File: config.mk
export PLATFORM = sky130hd
export DESIGN_NAME = nr_div_seq
export DESIGN_NICKNAME = d
export VERILOG_FILES = /design/src/rtl/nr_div_pkg.sv /design/src/rtl/nr_div_step.sv /design/src/rtl/nr_div_seq.sv
export SDC_FILE = /design/constraint.sdc
export NUM_CORES = 1
export LEC_CHECK = 0
export BUFFER_PORTS_ARGS = -buffer_cell sky130_fd_sc_hd__buf_4
export CAP_MARGIN = 20
export CORE_MARGIN = 5
export CORE_UTILIZATION = 45
export CTS_CLUSTER_SIZE = 30
export DETAILED_ROUTE_END_ITERATION = 16
export PLACE_DENSITY = 0.63
export SETUP_SLACK_MARGIN = 0.1
export SLEW_MARGIN = 20
export SYNTH_ARGS = -nofsm -noshare
export SYNTH_HDL_FRONTEND = slang
export SYNTH_HIERARCHICAL = 1
export SYNTH_SLANG_ARGS = --single-unit
File: constraint.sdc
create_clock -name clk -period 4.8 [get_ports clk]
set_input_delay 0.48 -clock clk [delete_from_list [all_inputs] [get_ports clk]]
set_output_delay 0.48 -clock clk [all_outputs]
set_load 0.02 [all_outputs]
File: src/rtl/nr_div_pkg.sv
// Shared definitions for the sequential non-restoring divider: FSM state
// encoding and the iteration counter sizing helper.
package nr_div_pkg;

    typedef enum logic [1:0] {
        IDLE = 2'd0,
        CALC = 2'd1,
        FIX  = 2'd2,
        FIN  = 2'd3
    } state_t;

    // The counter has to reach N, so it needs clog2(N+1) bits.
    function automatic int cnt_width(input int n);
        return $clog2(n + 1);
    endfunction

endpackage

File: src/rtl/nr_div_step.sv
// One non-restoring iteration: shift in the next dividend bit, then add or
// subtract the divisor magnitude depending on the sign of the partial remainder.
module nr_div_step #(
    parameter int N = 8
) (
    input  logic [N:0]   accu,
    input  logic         dd_msb,
    input  logic [N-1:0] dr_mag,
    output logic [N:0]   accu_next,
    output logic         q_bit
);

    logic [N:0] accu_sh;
    logic [N:0] dr_ext;

    // The shifted value may wrap in N+1 bits; the result after the add or
    // subtract is always back in range, so modular arithmetic is exact.
    always_comb begin
        accu_sh   = {accu[N-1:0], dd_msb};
        dr_ext    = {1'b0, dr_mag};
        accu_next = accu[N] ? (accu_sh + dr_ext) : (accu_sh - dr_ext);
        q_bit     = ~accu_next[N];
    end

endmodule

File: src/rtl/nr_div_seq.sv
// Sequential N-bit non-restoring divider with start/busy/done handshake,
// optional signed mode, divide-by-zero and signed-overflow flags.
module nr_div_seq
    import nr_div_pkg::*;
#(
    parameter int N         = 8,
    parameter bit SIGNED_EN = 1'b1
) (
    input  logic         clk,
    input  logic         rst,
    input  logic         start,
    input  logic         signed_mode,
    input  logic [N-1:0] dd_in,
    input  logic [N-1:0] dr_in,
    output logic         busy,
    output logic         done,
    output logic [N-1:0] quotient,
    output logic [N-1:0] remainder,
    output logic         div_by_zero,
    output logic         overflow
);

    localparam int           CW      = cnt_width(N);
    localparam logic [N-1:0] MIN_NEG = {1'b1, {(N-1){1'b0}}};

    state_t         state_q, state_d;
    logic [N:0]     accu_q, accu_d;
    logic [N-1:0]   dd_q, dd_d;
    logic [N-1:0]   dr_mag_q, dr_mag_d;
    logic [CW-1:0]  cnt_q, cnt_d;
    logic           q_neg_q, q_neg_d;
    logic           r_neg_q, r_neg_d;
    logic           dbz_pend_q, dbz_pend_d;
    logic           ovf_pend_q, ovf_pend_d;
    logic           busy_q, busy_d;
    logic           done_q, done_d;
    logic [N-1:0]   quotient_q, quotient_d;
    logic [N-1:0]   remainder_q, remainder_d;
    logic           div_by_zero_q, div_by_zero_d;
    logic           overflow_q, overflow_d;

    logic           sgn;
    logic           dd_neg;
    logic           dr_neg;
    logic [N-1:0]   dd_mag;
    logic [N-1:0]   dr_mag;
    logic [N:0]     step_accu;
    logic           step_qbit;
    logic [N:0]     accu_rest;
    logic [N-1:0]   rem_mag;

    nr_div_step #(.N(N)) u_step (
        .accu      (accu_q),
        .dd_msb    (dd_q[N-1]),
        .dr_mag    (dr_mag_q),
        .accu_next (step_accu),
        .q_bit     (step_qbit)
    );

    always_comb begin
        sgn       = signed_mode & SIGNED_EN;
        dd_neg    = sgn & dd_in[N-1];
        dr_neg    = sgn & dr_in[N-1];
        dd_mag    = dd_neg ? -dd_in : dd_in;
        dr_mag    = dr_neg ? -dr_in : dr_in;
        accu_rest = accu_q + {1'b0, dr_mag_q};
        rem_mag   = accu_q[N] ? accu_rest[N-1:0] : accu_q[N-1:0];
    end

    always_comb begin
        state_d       = state_q;
        accu_d        = accu_q;
        dd_d          = dd_q;
        dr_mag_d      = dr_mag_q;
        cnt_d         = cnt_q;
        q_neg_d       = q_neg_q;
        r_neg_d       = r_neg_q;
        dbz_pend_d    = dbz_pend_q;
        ovf_pend_d    = ovf_pend_q;
        busy_d        = busy_q;
        done_d        = 1'b0;
        quotient_d    = quotient_q;
        remainder_d   = remainder_q;
        div_by_zero_d = div_by_zero_q;
        overflow_d    = overflow_q;

        case (state_q)
            IDLE: begin
                if (start) begin
                    busy_d        = 1'b1;
                    div_by_zero_d = 1'b0;
                    overflow_d    = 1'b0;
                    q_neg_d       = dd_neg ^ dr_neg;
                    r_neg_d       = dd_neg;
                    dr_mag_d      = dr_mag;
                    cnt_d         = '0;
                    accu_d        = '0;
                    ovf_pend_d    = sgn & (dd_in == MIN_NEG) & (dr_in == {N{1'b1}});
                    // A zero divisor skips the iterations; the raw dividend is
                    // kept so it can be returned as the remainder.
                    if (dr_in == '0) begin
                        dbz_pend_d = 1'b1;
                        dd_d       = dd_in;
                        state_d    = FIN;
                    end else begin
                        dbz_pend_d = 1'b0;
                        dd_d       = dd_mag;
                        state_d    = CALC;
                    end
                end
            end
            CALC: begin
                accu_d = step_accu;
                dd_d   = {dd_q[N-2:0], step_qbit};
                cnt_d  = cnt_q + CW'(1);
                if (cnt_q == CW'(N - 1)) begin
                    state_d = FIX;
                end
            end
            FIX: begin
                accu_d  = {1'b0, (r_neg_q ? -rem_mag : rem_mag)};
                dd_d    = q_neg_q ? -dd_q : dd_q;
                state_d = FIN;
            end
            FIN: begin
                state_d       = IDLE;
                busy_d        = 1'b0;
                done_d        = 1'b1;
                quotient_d    = dbz_pend_q ? {N{1'b1}} : dd_q;
                remainder_d   = dbz_pend_q ? dd_q : accu_q[N-1:0];
                div_by_zero_d = dbz_pend_q;
                overflow_d    = ovf_pend_q;
            end
            default: state_d = IDLE;
        endcase
    end

    always_ff @(posedge clk or posedge rst) begin
        if (rst) begin
            state_q       <= IDLE;
            accu_q        <= '0;
            dd_q          <= '0;
            dr_mag_q      <= '0;
            cnt_q         <= '0;
            q_neg_q       <= 1'b0;
            r_neg_q       <= 1'b0;
            dbz_pend_q    <= 1'b0;
            ovf_pend_q    <= 1'b0;
            busy_q        <= 1'b0;
            done_q        <= 1'b0;
            quotient_q    <= '0;
            remainder_q   <= '0;
            div_by_zero_q <= 1'b0;
            overflow_q    <= 1'b0;
        end else begin
            state_q       <= state_d;
            accu_q        <= accu_d;
            dd_q          <= dd_d;
            dr_mag_q      <= dr_mag_d;
            cnt_q         <= cnt_d;
            q_neg_q       <= q_neg_d;
            r_neg_q       <= r_neg_d;
            dbz_pend_q    <= dbz_pend_d;
            ovf_pend_q    <= ovf_pend_d;
            busy_q        <= busy_d;
            done_q        <= done_d;
            quotient_q    <= quotient_d;
            remainder_q   <= remainder_d;
            div_by_zero_q <= div_by_zero_d;
            overflow_q    <= overflow_d;
        end
    end

    assign busy        = busy_q;
    assign done        = done_q;
    assign quotient    = quotient_q;
    assign remainder   = remainder_q;
    assign div_by_zero = div_by_zero_q;
    assign overflow    = overflow_q;

endmodule
==> Implementation_results.wiki <==
{| class="wikitable"
! Metric !! Value
|-
| Run status || completed
|-
| Hold violation count in the final report || 0
|-
| Maximum level of the CTS H-tree || 2
|-
| Required time of the worst setup path || 5010 ps
|-
| Area growth, synth to finish || 12.0%
|-
| Worst vdd ir || 0.209 mV
|-
| Clock Sinks || 55
|-
| Buffer count from post-CTS setup fixing || 0
|-
| GP Congestion || approximately 0.98
|-
| Clock buffer depth || 2
|-
| HPWL after DPL || around 7.4 mm
|-
| Count of standard-cell rows || 34
|-
| Synthesized area || 3930 um^2
|-
| Most frequent cells in the layout || 55 x sky130_fd_sc_hd__dfrtp_1, 47 x sky130_fd_sc_hd__nand2_1, 45 x sky130_fd_sc_hd__nor2_1
|-
| Net Sw Frac || around half
|-
| Total number of nets in the final design || roughly 530
|-
| Insertion delay of the later-clocked pin in the worst-skew pair || roughly 310 ps
|-
| Total negative slack || 0 ps
|-
| Number of enable-type register cells in the synthesized netlist || 0
|-
| Clock slew seen by the registers of the worst setup and hold paths || 110 ps
|-
| Count of state elements after synthesis || 55
|-
| Vias in the first global route || 3252
|-
| Final Slew Violations || 0
|-
| Worst Path Max Fanout || 22
|-
| Area of the placeable core || 8640 um^2
|-
| Element type at the critical path end || register
|-
| Count of nets left with antenna violations after detail routing || 0
|-
| Synthesized instance count || 449
|-
| Fmax achieved || between 300 and 400 MHz
|-
| Initial core utilization || 45.6%
|-
| Vias per cell || 5.71
|-
| Final setup viols || 0
|-
| Adder-cell area share of the yosys netlist || 9.29%
|-
| Startpoint class of the critical path || register
|-
| Compound-gate portion of the synthesized area || ~22%
|-
| Total net switching power || 1560 uW
|-
| Post-route total power || roughly 3200 uW
|-
| Post-CTS Hold Buffers || 0
|-
| Share of cell area taken by muxes after synthesis || between 4 and 5%
|-
| Tcrit/Tclk final || 60.4%
|-
| Clock tree from TritonCTS || built
|-
| Startpoint of the most critical setup path || accu_q[8]
|-
| Proportion of power drawn by the clock network || roughly 8.6%
|-
| XOR/XNOR Fraction of Synth Area || 8.56%
|-
| Initial antenna violation count || 0
|-
| Sequential area share after synthesis || between 30% and 40%
|-
| Async set or reset register ratio after synthesis || 100%
|-
| Worst slew slack as a fraction of its limit || 47.6%
|-
| Global-route total usage across every layer || around a fifth
|-
| Kind of critical path || reg2reg
|-
| Cell Area, Placed || around 4300 um^2
|-
| Number of nets produced by synthesis || between 400 and 500
|-
| Count of different cell masters after synthesis || 55
|-
| Die outline area || 10700 um^2
|-
| Remaining global-route overflow || 0
|-
| Arrival @ worst endpoint || 3110 ps
|-
| Initial drt markers || 213
|-
| Commonest non-fill, non-tap cell in the layout || sky130_fd_sc_hd__dfrtp_1
|-
| Max Clock Skew || 9.15 ps
|-
| Area fraction in and, or, nand and nor cells after synthesis || about 17%
|-
| Largest net degree at the start of global routing || 56
|-
| Mean Syn Cell Area || a little under 9 um^2
|-
| Ys Warns || 6
|-
| Port Buffers || 39
|-
| Total power per unit cell area || about 720 nW/um^2
|-
| Cell at the root of the clock tree || sky130_fd_sc_hd__clkbuf_8
|-
| Routed wirelength normalized by instance count || about 16 um
|-
| # resized after CTS || 0
|-
| Vias after detailed routing || around 3400
|-
| Worst slew pin tran || 786 ps
|-
| Die W || about 100 um
|-
| Leakage power figure || between 0.0015 and 0.002 uW
|-
| Share of cells above drive strength 1 || 13.1%
|-
| Number of buffers added by the clock tree synthesis step || 5
|-
| Cell-internal power || 1620 uW
|-
| Final design area excluding fillers || 4400 um^2
|-
| First-pass GRT wire length || approximately 16 mm
|-
| I/O pin count || 40
|-
| Final critical delay including setup and external delays || about 2900 ps
|-
| Maximum Capacitance Violations || 0
|-
| Combinational family with the most area after synthesis || compound AO/OA/AOI/OAI gates
|-
| Sequential power share || 29.2%
|-
| Vert. Die Dim || 103 um
|-
| Worst reg2reg startpoint || accu_q[8]
|-
| Flip-flop cell with the highest count after synthesis || sky130_fd_sc_hd__dfrtp_1
|-
| Setup repair after global routing missed its margin || false
|-
| Comb pwr share || 62.1%
|-
| Routed WL || about 9.4 mm
|-
| First drt pass iteration count || 5
|-
| DRC violations left || 0
|-
| Diode insertion count for antenna repair || 0
|-
| Class of the most critical hold timing path || in2async
|}
-- sequential cells by signal (all words and copies together), names as in the netlist --
name / flops
remainder: 8
r_neg_q: 1
overflow: 1
q_neg_q: 1
state_q: 2
dr_mag_q: 8
dd_q: 8
done: 1
cnt_q: 4
dbz_pend_q: 1
busy: 1
div_by_zero: 1
accu_q: 9
ovf_pend_q: 1
quotient: 8
-- critical path, stage by stage (launching register included) --
cell	delay (ps)
sky130_fd_sc_hd__dfrtp_1	870
sky130_fd_sc_hd__mux2_2	320
sky130_fd_sc_hd__inv_1	60
sky130_fd_sc_hd__fa_1	430
sky130_fd_sc_hd__nor2b_1	150
sky130_fd_sc_hd__o31a_1	220
sky130_fd_sc_hd__o221ai_2	180
sky130_fd_sc_hd__xnor2_1	170
sky130_fd_sc_hd__nand2_1	60
sky130_fd_sc_hd__o21ai_0	90
sky130_fd_sc_hd__a22o_1	250
-- final cells by class --
class                           count  area (um^2)
Clock inverter                      3         27.5
Fill cell                         824         4230
Inverter                           22         82.6
Multi-Input combinational cell    354         2410
Clock buffer                        5         68.8
Sequential cell                    55         1380
Timing Repair Buffer               41          308
Tap cell                          108          135
-- cell families (layout without fill, tap and decap cells) --
family	after synthesis	after routing
flip-flops	55	55
AND/OR/NAND/NOR	142	142
AO/OA/AOI/OAI	131	131
buffers and inverters	40	71
multiplexers	17	17
adder cells (fa/ha/maj)	28	28
XOR/XNOR	36	36
-- cell usage after synthesis (all sizes together), types with 3 or more instances --
| cell type | count | area [um^2] |
|---|---|---|
| a21o | 5 | 37.5 |
| a21oi | 33 | 165 |
| a221oi | 4 | 41.3 |
| a22o | 5 | 43.8 |
| a22oi | 5 | 37.5 |
| a31oi | 4 | 31.3 |
| a32o | 3 | 30.0 |
| and2 | 3 | 18.8 |
| clkbuf | 18 | 68.8 |
| dfrtp | 55 | 1380 |
| ha | 26 | 325 |
| inv | 22 | 82.6 |
| mux2 | 4 | 48.8 |
| mux2i | 13 | 130 |
| nand2 | 47 | 176 |
| nand2b | 5 | 31.3 |
| nand3 | 10 | 50.1 |
| nor2 | 45 | 169 |
| nor2b | 4 | 25.0 |
| nor3 | 12 | 60.1 |
| o21a | 5 | 37.5 |
| o21ai | 40 | 200 |
| o22a | 5 | 43.8 |
| o22ai | 5 | 37.5 |
| o31ai | 5 | 37.5 |
| or3 | 7 | 43.8 |
| xnor2 | 13 | 121 |
| xor2 | 22 | 193 |
-- power by group through the flow --
stage / Clock, uW / Sequential (uW) / Combinational (uW)
global placement: 0 / 930 / 1960
global route: 304 / 965 / 2210
CTS: 283 / 929 / 1990
floorplan: 0 / 930 / 1430
finish: 275 / 929 / 1980
detailed placement: 0 / 938 / 1980
-- through the flow --
step,hold slack (ps),worst slack [ps],util (%),cells
global placement,466,1990,49.9,580
floorplan,450,2140,-,449
global route,398,1700,51.0,588
finish,344,1900,51.0,588
CTS,368,1910,51.0,588
detailed placement,472,1930,49.9,580
-- routing by layer --
| metal | up-vias | GRT usage (%) | part of all wire [%] | wire (um) |
|---|---|---|---|---|
| met5 | - | 0 | 0 | 0 |
| met4 | 0 | 3.98 | 1.3 | 125 |
| met3 | 12 | 2.48 | 3.8 | 363 |
| met2 | 87 | 31.3 | 48 | 4550 |
| met1 | 1598 | 25.8 | 47 | 4390 |
| li1 | 1659 | - | - | - |
-- final timing paths --
| path | endpoint | slack, ps | cells past startpoint |
|---|---|---|---|
| min reg2reg | q_neg_q | 500 | 2 |
| max | dd_q[0] | 1900 | 10 |
| min | quotient[3] | 340 | 3 |
| max in group asynchronous | accu_q[8] | 4000 | 3 |
| min in group clk | q_neg_q | 450 | 3 |
| max reg2reg | dd_q[0] | 1900 | 10 |
Note: power is estimated with default switching activity, not from simulation.
